==> config.mk <==
export PLATFORM = sky130hd
export DESIGN_NAME = reflet_vga_txt_writer
export DESIGN_NICKNAME = d
export VERILOG_FILES = /design/src/rtl/reflet_vga_txt_writer.sv
export SDC_FILE = /design/constraint.sdc
export NUM_CORES = 1
export LEC_CHECK = 0
export CAP_MARGIN = 20
export CORE_MARGIN = 10
export CORE_UTILIZATION = 25
export CTS_CLUSTER_DIAMETER = 200
export DETAILED_ROUTE_END_ITERATION = 12
export GPL_ROUTABILITY_DRIVEN = 0
export SETUP_SLACK_MARGIN = 0.5
export SLEW_MARGIN = 25
export SYNTH_ARGS = -nofsm -noshare
export SYNTH_HDL_FRONTEND = slang
export SYNTH_SLANG_ARGS = --single-unit
==> constraint.sdc <==
create_clock -name clk -period 2.96 [get_ports clk]
set_input_delay 0.444 -clock clk [delete_from_list [all_inputs] [get_ports clk]]
set_output_delay 0.444 -clock clk [all_outputs]
set_load 0.01 [all_outputs]
==> src/rtl/reflet_vga_txt_writer.sv <==
`default_nettype none
// ============================================================================
// Module   : reflet_vga_txt_writer
// Purpose  : Terminal-style front end for the VGA text-mode renderer. It takes
//            a byte stream over a valid/ready handshake, keeps a cursor,
//            interprets LF/CR/BS/FF control codes and turns printable bytes
//            into single-cell writes on the renderer's text-memory port.
//            FF (0x0C) clears the whole screen with spaces, one cell per cycle.
// Ports    : clk, reset (async, active-low)
//            char_valid/char_in/char_ready : byte input handshake
//            *_fg_in/*_bg_in               : colours sampled on accept
//            write_en, h_txt_out, v_txt_out, char_out, *_fg_out, *_bg_out :
//                                            registered text-memory write
//            cursor_h/cursor_v             : current cursor cell
//            busy                          : high while clearing
// Option   : REFLET_TXT_WRITER_ESC_COLOR_EN -- 0x1B followed by a palette byte
//            selects 3-bit fg/bg colours; colour inputs are then ignored.
// Revision : 1.0 - initial release
// ============================================================================
module reflet_vga_txt_writer #(
  parameter int h_size        = 640,
  parameter int v_size        = 480,
  parameter int color_depth   = 8,
  parameter int bit_reduction = 0
) (
  input  logic                                      clk,
  input  logic                                      reset,
  input  logic                                      char_valid,
  input  logic [7:0]                                char_in,
  output logic                                      char_ready,
  input  logic [color_depth-1:0]                    R_fg_in,
  input  logic [color_depth-1:0]                    G_fg_in,
  input  logic [color_depth-1:0]                    B_fg_in,
  input  logic [color_depth-1:0]                    R_bg_in,
  input  logic [color_depth-1:0]                    G_bg_in,
  input  logic [color_depth-1:0]                    B_bg_in,
  output logic                                      write_en,
  output logic [$clog2(h_size/8)-bit_reduction-1:0] h_txt_out,
  output logic [$clog2(v_size/8)-bit_reduction-1:0] v_txt_out,
  output logic [7:0]                                char_out,
  output logic [color_depth-1:0]                    R_fg_out,
  output logic [color_depth-1:0]                    G_fg_out,
  output logic [color_depth-1:0]                    B_fg_out,
  output logic [color_depth-1:0]                    R_bg_out,
  output logic [color_depth-1:0]                    G_bg_out,
  output logic [color_depth-1:0]                    B_bg_out,
  output logic [$clog2(h_size/8)-bit_reduction-1:0] cursor_h,
  output logic [$clog2(v_size/8)-bit_reduction-1:0] cursor_v,
  output logic                                      busy
);

  localparam int HW   = $clog2(h_size/8) - bit_reduction;
  localparam int VW   = $clog2(v_size/8) - bit_reduction;
  localparam int COLS = (h_size/8) >> bit_reduction;
  localparam int ROWS = (v_size/8) >> bit_reduction;

  localparam logic [HW-1:0] LAST_COL = HW'(COLS-1);
  localparam logic [VW-1:0] LAST_ROW = VW'(ROWS-1);

  localparam logic [7:0] CH_BS    = 8'h08;
  localparam logic [7:0] CH_LF    = 8'h0A;
  localparam logic [7:0] CH_FF    = 8'h0C;
  localparam logic [7:0] CH_CR    = 8'h0D;
  localparam logic [7:0] CH_SPACE = 8'h20;
`ifdef REFLET_TXT_WRITER_ESC_COLOR_EN
  localparam logic [7:0] CH_ESC   = 8'h1B;
`endif

`ifdef REFLET_TXT_WRITER_ESC_COLOR_EN
  typedef enum logic [1:0] {
    ST_IDLE  = 2'd0,
    ST_CLEAR = 2'd1,
    ST_ESC   = 2'd2
  } state_t;
`else
  typedef enum logic [1:0] {
    ST_IDLE  = 2'd0,
    ST_CLEAR = 2'd1
  } state_t;
`endif

  state_t state_q;
  state_t state_d;

  logic          ready_state;
  logic          accept;
  logic [HW-1:0] clr_h;
  logic [VW-1:0] clr_v;
  logic          clear_last;
  logic [VW-1:0] row_inc;
  logic [HW-1:0] adv_h;
  logic [VW-1:0] adv_v;
  logic [HW-1:0] clr_adv_h;
  logic [VW-1:0] clr_adv_v;

  logic [color_depth-1:0] sel_R_fg;
  logic [color_depth-1:0] sel_G_fg;
  logic [color_depth-1:0] sel_B_fg;
  logic [color_depth-1:0] sel_R_bg;
  logic [color_depth-1:0] sel_G_bg;
  logic [color_depth-1:0] sel_B_bg;

  // --------------------------------------------------------------------------
  // Handshake: ready depends only on state, but is forced low while reset is
  // held so nothing is accepted before the writer is out of reset.
  // --------------------------------------------------------------------------
  always_comb begin
    ready_state = (state_q == ST_IDLE);
`ifdef REFLET_TXT_WRITER_ESC_COLOR_EN
    if (state_q == ST_ESC) ready_state = 1'b1;
`endif
  end

  assign char_ready = reset & ready_state;
  assign accept     = char_valid & char_ready;
  assign busy       = (state_q == ST_CLEAR);

  // --------------------------------------------------------------------------
  // Cursor and clear-scan arithmetic (wrap on the last column/row, no scroll)
  // --------------------------------------------------------------------------
  assign row_inc    = (cursor_v == LAST_ROW) ? '0 : cursor_v + VW'(1);
  assign adv_h      = (cursor_h == LAST_COL) ? '0 : cursor_h + HW'(1);
  assign adv_v      = (cursor_h == LAST_COL) ? row_inc : cursor_v;

  assign clear_last = (clr_h == LAST_COL) && (clr_v == LAST_ROW);
  assign clr_adv_h  = (clr_h == LAST_COL) ? '0 : clr_h + HW'(1);
  assign clr_adv_v  = (clr_h == LAST_COL) ? clr_v + VW'(1) : clr_v;

  // --------------------------------------------------------------------------
  // Colour source: either the palette or the live colour inputs
  // --------------------------------------------------------------------------
`ifdef REFLET_TXT_WRITER_ESC_COLOR_EN
  logic [2:0] pal_fg;  // {B,G,R}
  logic [2:0] pal_bg;  // {B,G,R}
  logic       unused_colour_in;

  assign sel_R_fg = {color_depth{pal_fg[0]}};
  assign sel_G_fg = {color_depth{pal_fg[1]}};
  assign sel_B_fg = {color_depth{pal_fg[2]}};
  assign sel_R_bg = {color_depth{pal_bg[0]}};
  assign sel_G_bg = {color_depth{pal_bg[1]}};
  assign sel_B_bg = {color_depth{pal_bg[2]}};

  // Colour inputs are deliberately ignored when the palette is in use.
  assign unused_colour_in = ^{R_fg_in, G_fg_in, B_fg_in, R_bg_in, G_bg_in, B_bg_in};
`else
  assign sel_R_fg = R_fg_in;
  assign sel_G_fg = G_fg_in;
  assign sel_B_fg = B_fg_in;
  assign sel_R_bg = R_bg_in;
  assign sel_G_bg = G_bg_in;
  assign sel_B_bg = B_bg_in;
`endif

  // --------------------------------------------------------------------------
  // State machine
  // --------------------------------------------------------------------------
  always_ff @(posedge clk or negedge reset) begin
    if (!reset) state_q <= ST_IDLE;
    else        state_q <= state_d;
  end

  always_comb begin
    state_d = state_q;
    case (state_q)
      ST_IDLE: begin
        if (accept) begin
          if (char_in == CH_FF) state_d = ST_CLEAR;
`ifdef REFLET_TXT_WRITER_ESC_COLOR_EN
          else if (char_in == CH_ESC) state_d = ST_ESC;
`endif
        end
      end
      ST_CLEAR: begin
        if (clear_last) state_d = ST_IDLE;
      end
`ifdef REFLET_TXT_WRITER_ESC_COLOR_EN
      ST_ESC: begin
        if (accept) state_d = ST_IDLE;
      end
`endif
      default: state_d = ST_IDLE;
    endcase
  end

  // --------------------------------------------------------------------------
  // Datapath: registered write port, cursor and clear scan position.
  // Colour outputs are loaded on the FF accept too, so the clear pass simply
  // holds them for every space it writes.
  // --------------------------------------------------------------------------
  always_ff @(posedge clk or negedge reset) begin
    if (!reset) begin
      write_en  <= 1'b0;
      h_txt_out <= '0;
      v_txt_out <= '0;
      char_out  <= '0;
      R_fg_out  <= '0;
      G_fg_out  <= '0;
      B_fg_out  <= '0;
      R_bg_out  <= '0;
      G_bg_out  <= '0;
      B_bg_out  <= '0;
      cursor_h  <= '0;
      cursor_v  <= '0;
      clr_h     <= '0;
      clr_v     <= '0;
`ifdef REFLET_TXT_WRITER_ESC_COLOR_EN
      pal_fg    <= 3'b111;
      pal_bg    <= 3'b000;
`endif
    end else begin
      write_en <= 1'b0;
      case (state_q)
        ST_IDLE: begin
          if (accept) begin
            case (char_in)
              CH_LF: begin
                cursor_h <= '0;
                cursor_v <= row_inc;
              end
              CH_CR: cursor_h <= '0;
              CH_BS: begin
                if (cursor_h != '0) cursor_h <= cursor_h - HW'(1);
              end
              CH_FF: begin
                clr_h <= '0;
                clr_v <= '0;
                {R_fg_out, G_fg_out, B_fg_out} <= {sel_R_fg, sel_G_fg, sel_B_fg};
                {R_bg_out, G_bg_out, B_bg_out} <= {sel_R_bg, sel_G_bg, sel_B_bg};
              end
`ifdef REFLET_TXT_WRITER_ESC_COLOR_EN
              CH_ESC: begin
              end
`endif
              default: begin
                write_en  <= 1'b1;
                h_txt_out <= cursor_h;
                v_txt_out <= cursor_v;
                char_out  <= char_in;
                {R_fg_out, G_fg_out, B_fg_out} <= {sel_R_fg, sel_G_fg, sel_B_fg};
                {R_bg_out, G_bg_out, B_bg_out} <= {sel_R_bg, sel_G_bg, sel_B_bg};
                cursor_h  <= adv_h;
                cursor_v  <= adv_v;
              end
            endcase
          end
        end
        ST_CLEAR: begin
          write_en  <= 1'b1;
          h_txt_out <= clr_h;
          v_txt_out <= clr_v;
          char_out  <= CH_SPACE;
          if (clear_last) begin
            cursor_h <= '0;
            cursor_v <= '0;
          end else begin
            clr_h <= clr_adv_h;
            clr_v <= clr_adv_v;
          end
        end
`ifdef REFLET_TXT_WRITER_ESC_COLOR_EN
        ST_ESC: begin
          if (accept) begin
            pal_fg <= char_in[2:0];
            pal_bg <= char_in[5:3];
          end
        end
`endif
        default: begin
        end
      endcase
    end
  end

endmodule
`default_nettype wire

Word-level counts from Yosys, hierarchy flattened
Cells that the tools add are included.

operators by class
  add/subtract/negate cells = 5
  reduce and logical (&&, ||, !) cells = 15
  multiplexer cells = 38
  equality and inequality tests = 19
  bitwise gates (word level) = 3

operators by type and width
  operator                                               count
  2-to-1 mux 7 bit                                       10
  2-to-1 mux 6 bit                                       10
  case mux 6 bit (2 select lines)                        4
  case mux 7 bit (2 select lines)                        3
  == test 8 x 4 -> 1 bit, second input constant          4
  case mux 7 bit (3 select lines)                        1
  2-to-1 mux 8 bit                                       2
  case mux 8 bit (2 select lines)                        1
  AND reduction 5 bit                                    3
  adder 7 x 1 -> 7 bit, second input constant            2
  == test 7 bit, second input constant                   2
  adder 6 x 1 -> 6 bit, second input constant            2
  == test 6 bit, second input constant                   2
  AND reduction 3 bit                                    3
  inequality test 2 x 1 -> 1 bit, second input constant  4
  inequality test 2 bit, second input constant           4
  nonzero test 7 bit                                     1
  subtractor 7 x 1 -> 7 bit, second input constant       1
  2-to-1 mux 2 bit                                       3
  OR reduction 3 bit                                     2
  case mux 2 bit (2 select lines)                        1
  AND reduction 4 bit                                    1
  OR reduction 4 bit                                     1
  inequality test 3 x 1 -> 1 bit, second input constant  1
  10 further kinds                                       12

storage, ports and cells
  bits of input ports = 59
  word-level logic and storage cells = 95
  register bits after elaboration = 98
  output and inout port bits = 85

Logic depth before layout (Yosys ltp)
  depth after elaboration = 6
  mapped depth = 8
  mapped depth without buffers = 7

Worst setup path before layout
Ideal clock, no wire load.

  path kind = input to register
  from = in char_in[6]
  to = reg cursor_v[4]
  arrival = 2.083 ns
  buffers on the path = 2
  slack = 0.741 ns
  setup time = 0.136 ns
  stages on the path = 7
  required time = 2.824 ns
  cells stage by stage = or3_1 > buf_2 > or3_4 > a2111oi_4 > or2_0 > buf_4 > o41ai_2

on the way
  longest elaborated chain between the ends = 5
  elaborated cells between the ends (all ways) = 11
  those cells by class = eq/ne: 6; mux: 3; reduce/logical: 2

ends and longest elaborated chain
  item                                 line  source
  from (decl)                          29    input logic [7:0] char_in,
  == test 8 x 4 -> 1 bit               216   case (char_in)
  OR reduction 3 bit (no source line)  n/a
  case mux 6 bit (2 select lines)      216
  2-to-1 mux 6 bit                     215   if (accept) begin
  case mux 6 bit (2 select lines)      213   case (state_q)
  to (signal assigned)                 219   cursor_v <= row_inc;
  to (signal assigned)                 243   cursor_v <= adv_v;
  to (decl)                            48    output logic [$clog2(v_size/8)-bit_reduction-1:0] cursor_v,

Parallel ways exist; a longest one is shown, timed or not. The select of a mux whose other input is x is not followed.
A chain may end at the register's enable or synchronous reset.

Worst setup path in the final report
  from = reg cursor_h[0]
  to = reg cursor_v[3]

on the way
  longest elaborated chain between the ends = 3

ends and longest elaborated chain
  item                                             line  source
  from (decl)                                      47    output logic [$clog2(h_size/8)-bit_reduction-1:0] cursor_h,
  from (signal assigned)                           223   if (cursor_h != '0) cursor_h <= cursor_h - HW'(1);
  from (signal assigned)                           242   cursor_h <= adv_h;
  == test 7 bit                                    123   assign adv_v = (cursor_h == LAST_COL) ? row_inc : cursor_v;
  inequality test 3 x 1 -> 1 bit (no source line)  n/a
  AND reduction 5 bit (no source line)             n/a

Every way passes these cells.

==> flow_metrics.py <==
metrics = {
    "timing": {
        "tightest_slew_ns": 0.853,
        "skew_ns": 0.0108,
        "rsz0062_at_grt": "no",
        "timing.final.crit_share_pct": 78.5,
        "maxSlewHeadroom_pct": 43.2,
        "setup_tns_ns": 0,
        "fmax_mhz": 430,
        "holdWs_ns": 0.192,
        "finalMaxSlewViolations": 0,
        "worst_slack_ns": 0.636,
        "setup_viol_count_final": 0,
        "hold_viol": 0,
        "period_minus_slack_ns": 2.32,
    },
    "clock_network": {
        "cts_made_buffers": 9,
        "path_clk_slew_ns": 0.07,
        "clock_sinks": 97,
        "htreeDepth": 3,
        "post-cts-setup-buffers": 0,
        "root_buffer": "clkbuf_16",
        "cts_tree": "done",
        "cts_buffer_depth": 2,
        "cts_hold_buf": 0,
        "cts.repair.resized": 0,
        "clock_latency_ns": 0.35,
    },
    "placed_design": {
        "post-dp-hpwl_um": 9770,
        "dp_slack_ns": 0.172,
        "port-buffer-count": 143,
    },
    "power_and_ir_drop": {
        "power_mw": 4.06,
        "switching_share_pct": 29.6,
        "pwr-share-clk_pct": 28.3,
        "p_per_area_nw_per_um2": 610,
        "share_seq_of_total_power_pct": 43.5,
        "intPower_mw": 2.85,
        "power_leakage_nw": 2.63,
        "combinationalPowerShare_pct": 28.2,
        "p_sw_mw": 1.20,
        "peakVddDrop_uv": 296,
    },
    "critical_path": {
        "rr_startpoint": "cursor_h[0]$_DFFE_PN0P_",
        "reg2reg_slack_ns": 0.64,
        "r2r_end": "cursor_v[3]$_DFFE_PN0P_",
        "crit_path_start": "cursor_h[0]$_DFFE_PN0P_",
        "rr_worst_depth": 6,
        "path_max_fanout": 9,
        "critPathCapture": "cursor_v[3]$_DFFE_PN0P_",
        "crit_arrival_ns": 2.55,
        "worst_ep_required_time_ns": 3.18,
        "crit_path_start_kind": "flip-flop",
        "end_kind": "flip-flop",
        "crit_type": "reg -> reg",
    },
    "logic_synthesis": {
        "synth_top_area_share_pct": 53.3,
        "ys_top_cells_by_area": "dfrtp_1 (53%), mux2_2 (12%), nand2_1 (4.0%)",
        "ys_seq_area_share_pct": 53.3,
        "synthAdderAreaFrac_pct": 1.37,
        "ys_dominant_reg_cell": "dfrtp_1",
        "synth-compound-area-share_pct": 12.8,
        "synth_simple_gate_area_share_pct": 13.5,
        "synth_top_family_by_area": "multiplexers",
        "async_flop_share_pct": 100,
        "synth_edf_count": 0,
        "synth-xor-area-share_pct": 0.962,
        "yosysWarnings": 0,
        "synth_nets": 469,
        "synth_mux_area_share_pct": 14.3,
        "yosysTopAreaCell": "dfrtp_1",
        "netlist_instances": 405,
        "syn_area_um2": 4550,
        "syn_area_per_cell_um2": 11.2,
        "yosys_register_bits": 97,
        "yosysUniqueCellTypes": 61,
    },
    "grt": {
        "grt_pass1_wl_um": 20900,
        "antenna_found_initial": 0,
        "grt_pass1_vias": 3748,
        "grt_max_degree": 61,
        "track_usage_pct": 10.8,
        "overflow": 0,
    },
    "routing": {
        "route.detailed.drc": 0,
        "drt_pass1_iterations": 4,
        "postRouteAntennaNets": 0,
        "first_iter_violations": 211,
        "vias": 3700,
        "routedWlPerCell_um": 16.7,
        "routed_via_density": 4.71,
        "routed_wl_um": 13100,
    },
    "run": {
        "cap_violations": 0,
    },
    "cells_and_area": {
        "area_growth_pct": 45.9,
        "final_layout_size_suffix_gt1_share_pct": 16.9,
        "multi_input_area_um2": 1980,
        "layout_commonest_cell": "clkdlybuf4s50_1",
        "nets": 615,
        "n_fill_cell": 1747,
        "regArea_um2": 2430,
        "insertedDiodeCount": 0,
        "layout.cells.most_common_list": "clkdlybuf4s50_1 (142), dfrtp_1 (97), nand2_1 (48), mux2_2 (48), inv_1 (20)",
    },
    "floorplan": {
        "rows": 49,
        "die_width_um": 155,
        "io_pins": 144,
        "die-area_um2": 24000,
        "dieHeight_um": 155,
        "initial_core_util_pct": 25.3,
        "core_um2": 18000,
    },
    "outcome": {
        "outcome": "finished, final reports clean",
    },
    "worst_hold_path": {
        "hold_path.class": "in -> async",
    },
}
==> worst max-delay path, cell delays in order (launching register included) <==
cell       delay [ns]
dfrtp_1          0.54
ha_1             0.25
nand3_1          0.29
nor4_2           0.42
a2111oi_4        0.10
or2_1            0.32
o41ai_1          0.29
==> metal layers <==
layer	global-route usage, %	part of all wire (%)	up-vias
li1	-	-	1772
met1	13.8	45	1814
met2	16.9	47	105
met3	3.64	7.4	9
met4	2.83	0.90	0
met5	0	0	-
==> layout make-up <==
type	count	share of cell area, %
Clock buffer	13	4.07
Timing Repair Buffer	158	23.8
Clock inverter	3	0.358
Tap cell	229	4.31
Sequential cell	97	36.5
Multi-Input combinational cell	265	29.8
Inverter	20	1.13
==> synth_stat cells, types with 2 or more instances <==
cell type,n
o311ai_0,10
nor2_1,21
or3_1,7
nand3_1,9
a211o_1,3
buf_1,3
o31ai_1,6
a21oi_1,10
nand2_1,48
clkbuf_1,13
nor4_1,2
a22o_1,2
o21ai_0,10
nor3b_1,2
nand3b_1,3
mux2_2,48
nand2b_1,4
o22ai_1,5
dfrtp_1,97
ha_1,5
and3_1,2
nor2b_1,4
nor3_1,4
o32ai_1,2
mux2i_1,11
o41ai_1,3
o311a_1,2
nand4_1,2
buf_2,6
a311o_1,2
and4_1,2
or2_2,3
xor2_1,5
a31oi_1,3
inv_1,20
==> stage by stage <==
step | cells | utilization, % | cell area, um2
after global placement | 769 | 35.3 | 6340
after global routing | 785 | 37.0 | 6640
after floorplan | 405 | - | 4550
after CTS | 785 | 36.9 | 6630
after detailed placement | 769 | 35.3 | 6340
final | 785 | 37.0 | 6640
==> power by group through the flow <==
stage                     logic, mW  registers [mW]  clock network (mW)
after floorplan               0.440            1.83                   0
after global placement         1.14            1.78                   0
after detailed placement       1.16            1.79                   0
after CTS                      1.17            1.77                1.19
after global routing           1.25            1.80                1.24
final                          1.14            1.77                1.15
==> worst min-delay path by stage <==
stage	from	slack [ns]	depth (start not counted)	endpoint
2_1_floorplan	reset	0.15	0	B_bg_out[0]$_DFFE_PN0P_
3_3_place_gp	R_bg_out[0]$_DFFE_PN0P_	0.49	1	R_bg_out[0]$_DFFE_PN0P_
3_5_place_dp	char_out[5]$_DFFE_PN0P_	0.49	2	char_out[5]$_DFFE_PN0P_
4_1_cts	reset	0.21	2	clr_h[3]$_DFFE_PN0P_
5_1_grt	reset	0.24	2	clr_h[3]$_DFFE_PN0P_
6_report	reset	0.19	2	cursor_h[1]$_DFFE_PN0P_
==> sequential cells by signal, indices dropped and copies added (netlist names), 7 cells and up <==
| signal | count |
|---|---|
| B_bg_out | 8 |
| B_fg_out | 8 |
| G_bg_out | 8 |
| G_fg_out | 8 |
| R_bg_out | 8 |
| R_fg_out | 8 |
| char_out | 8 |
| clr_h | 7 |
| cursor_h | 7 |
| h_txt_out | 7 |
==> kinds of logic after synthesis <==
logic type	count (synthesis)
AND/OR/NAND/NOR	122
multiplexers	59
XOR/XNOR	5
flip-flops	97
buffers and inverters	43
adder cells (fa/ha/maj)	5
AO/OA/AOI/OAI	74
(Power assumes the default switching activity.)
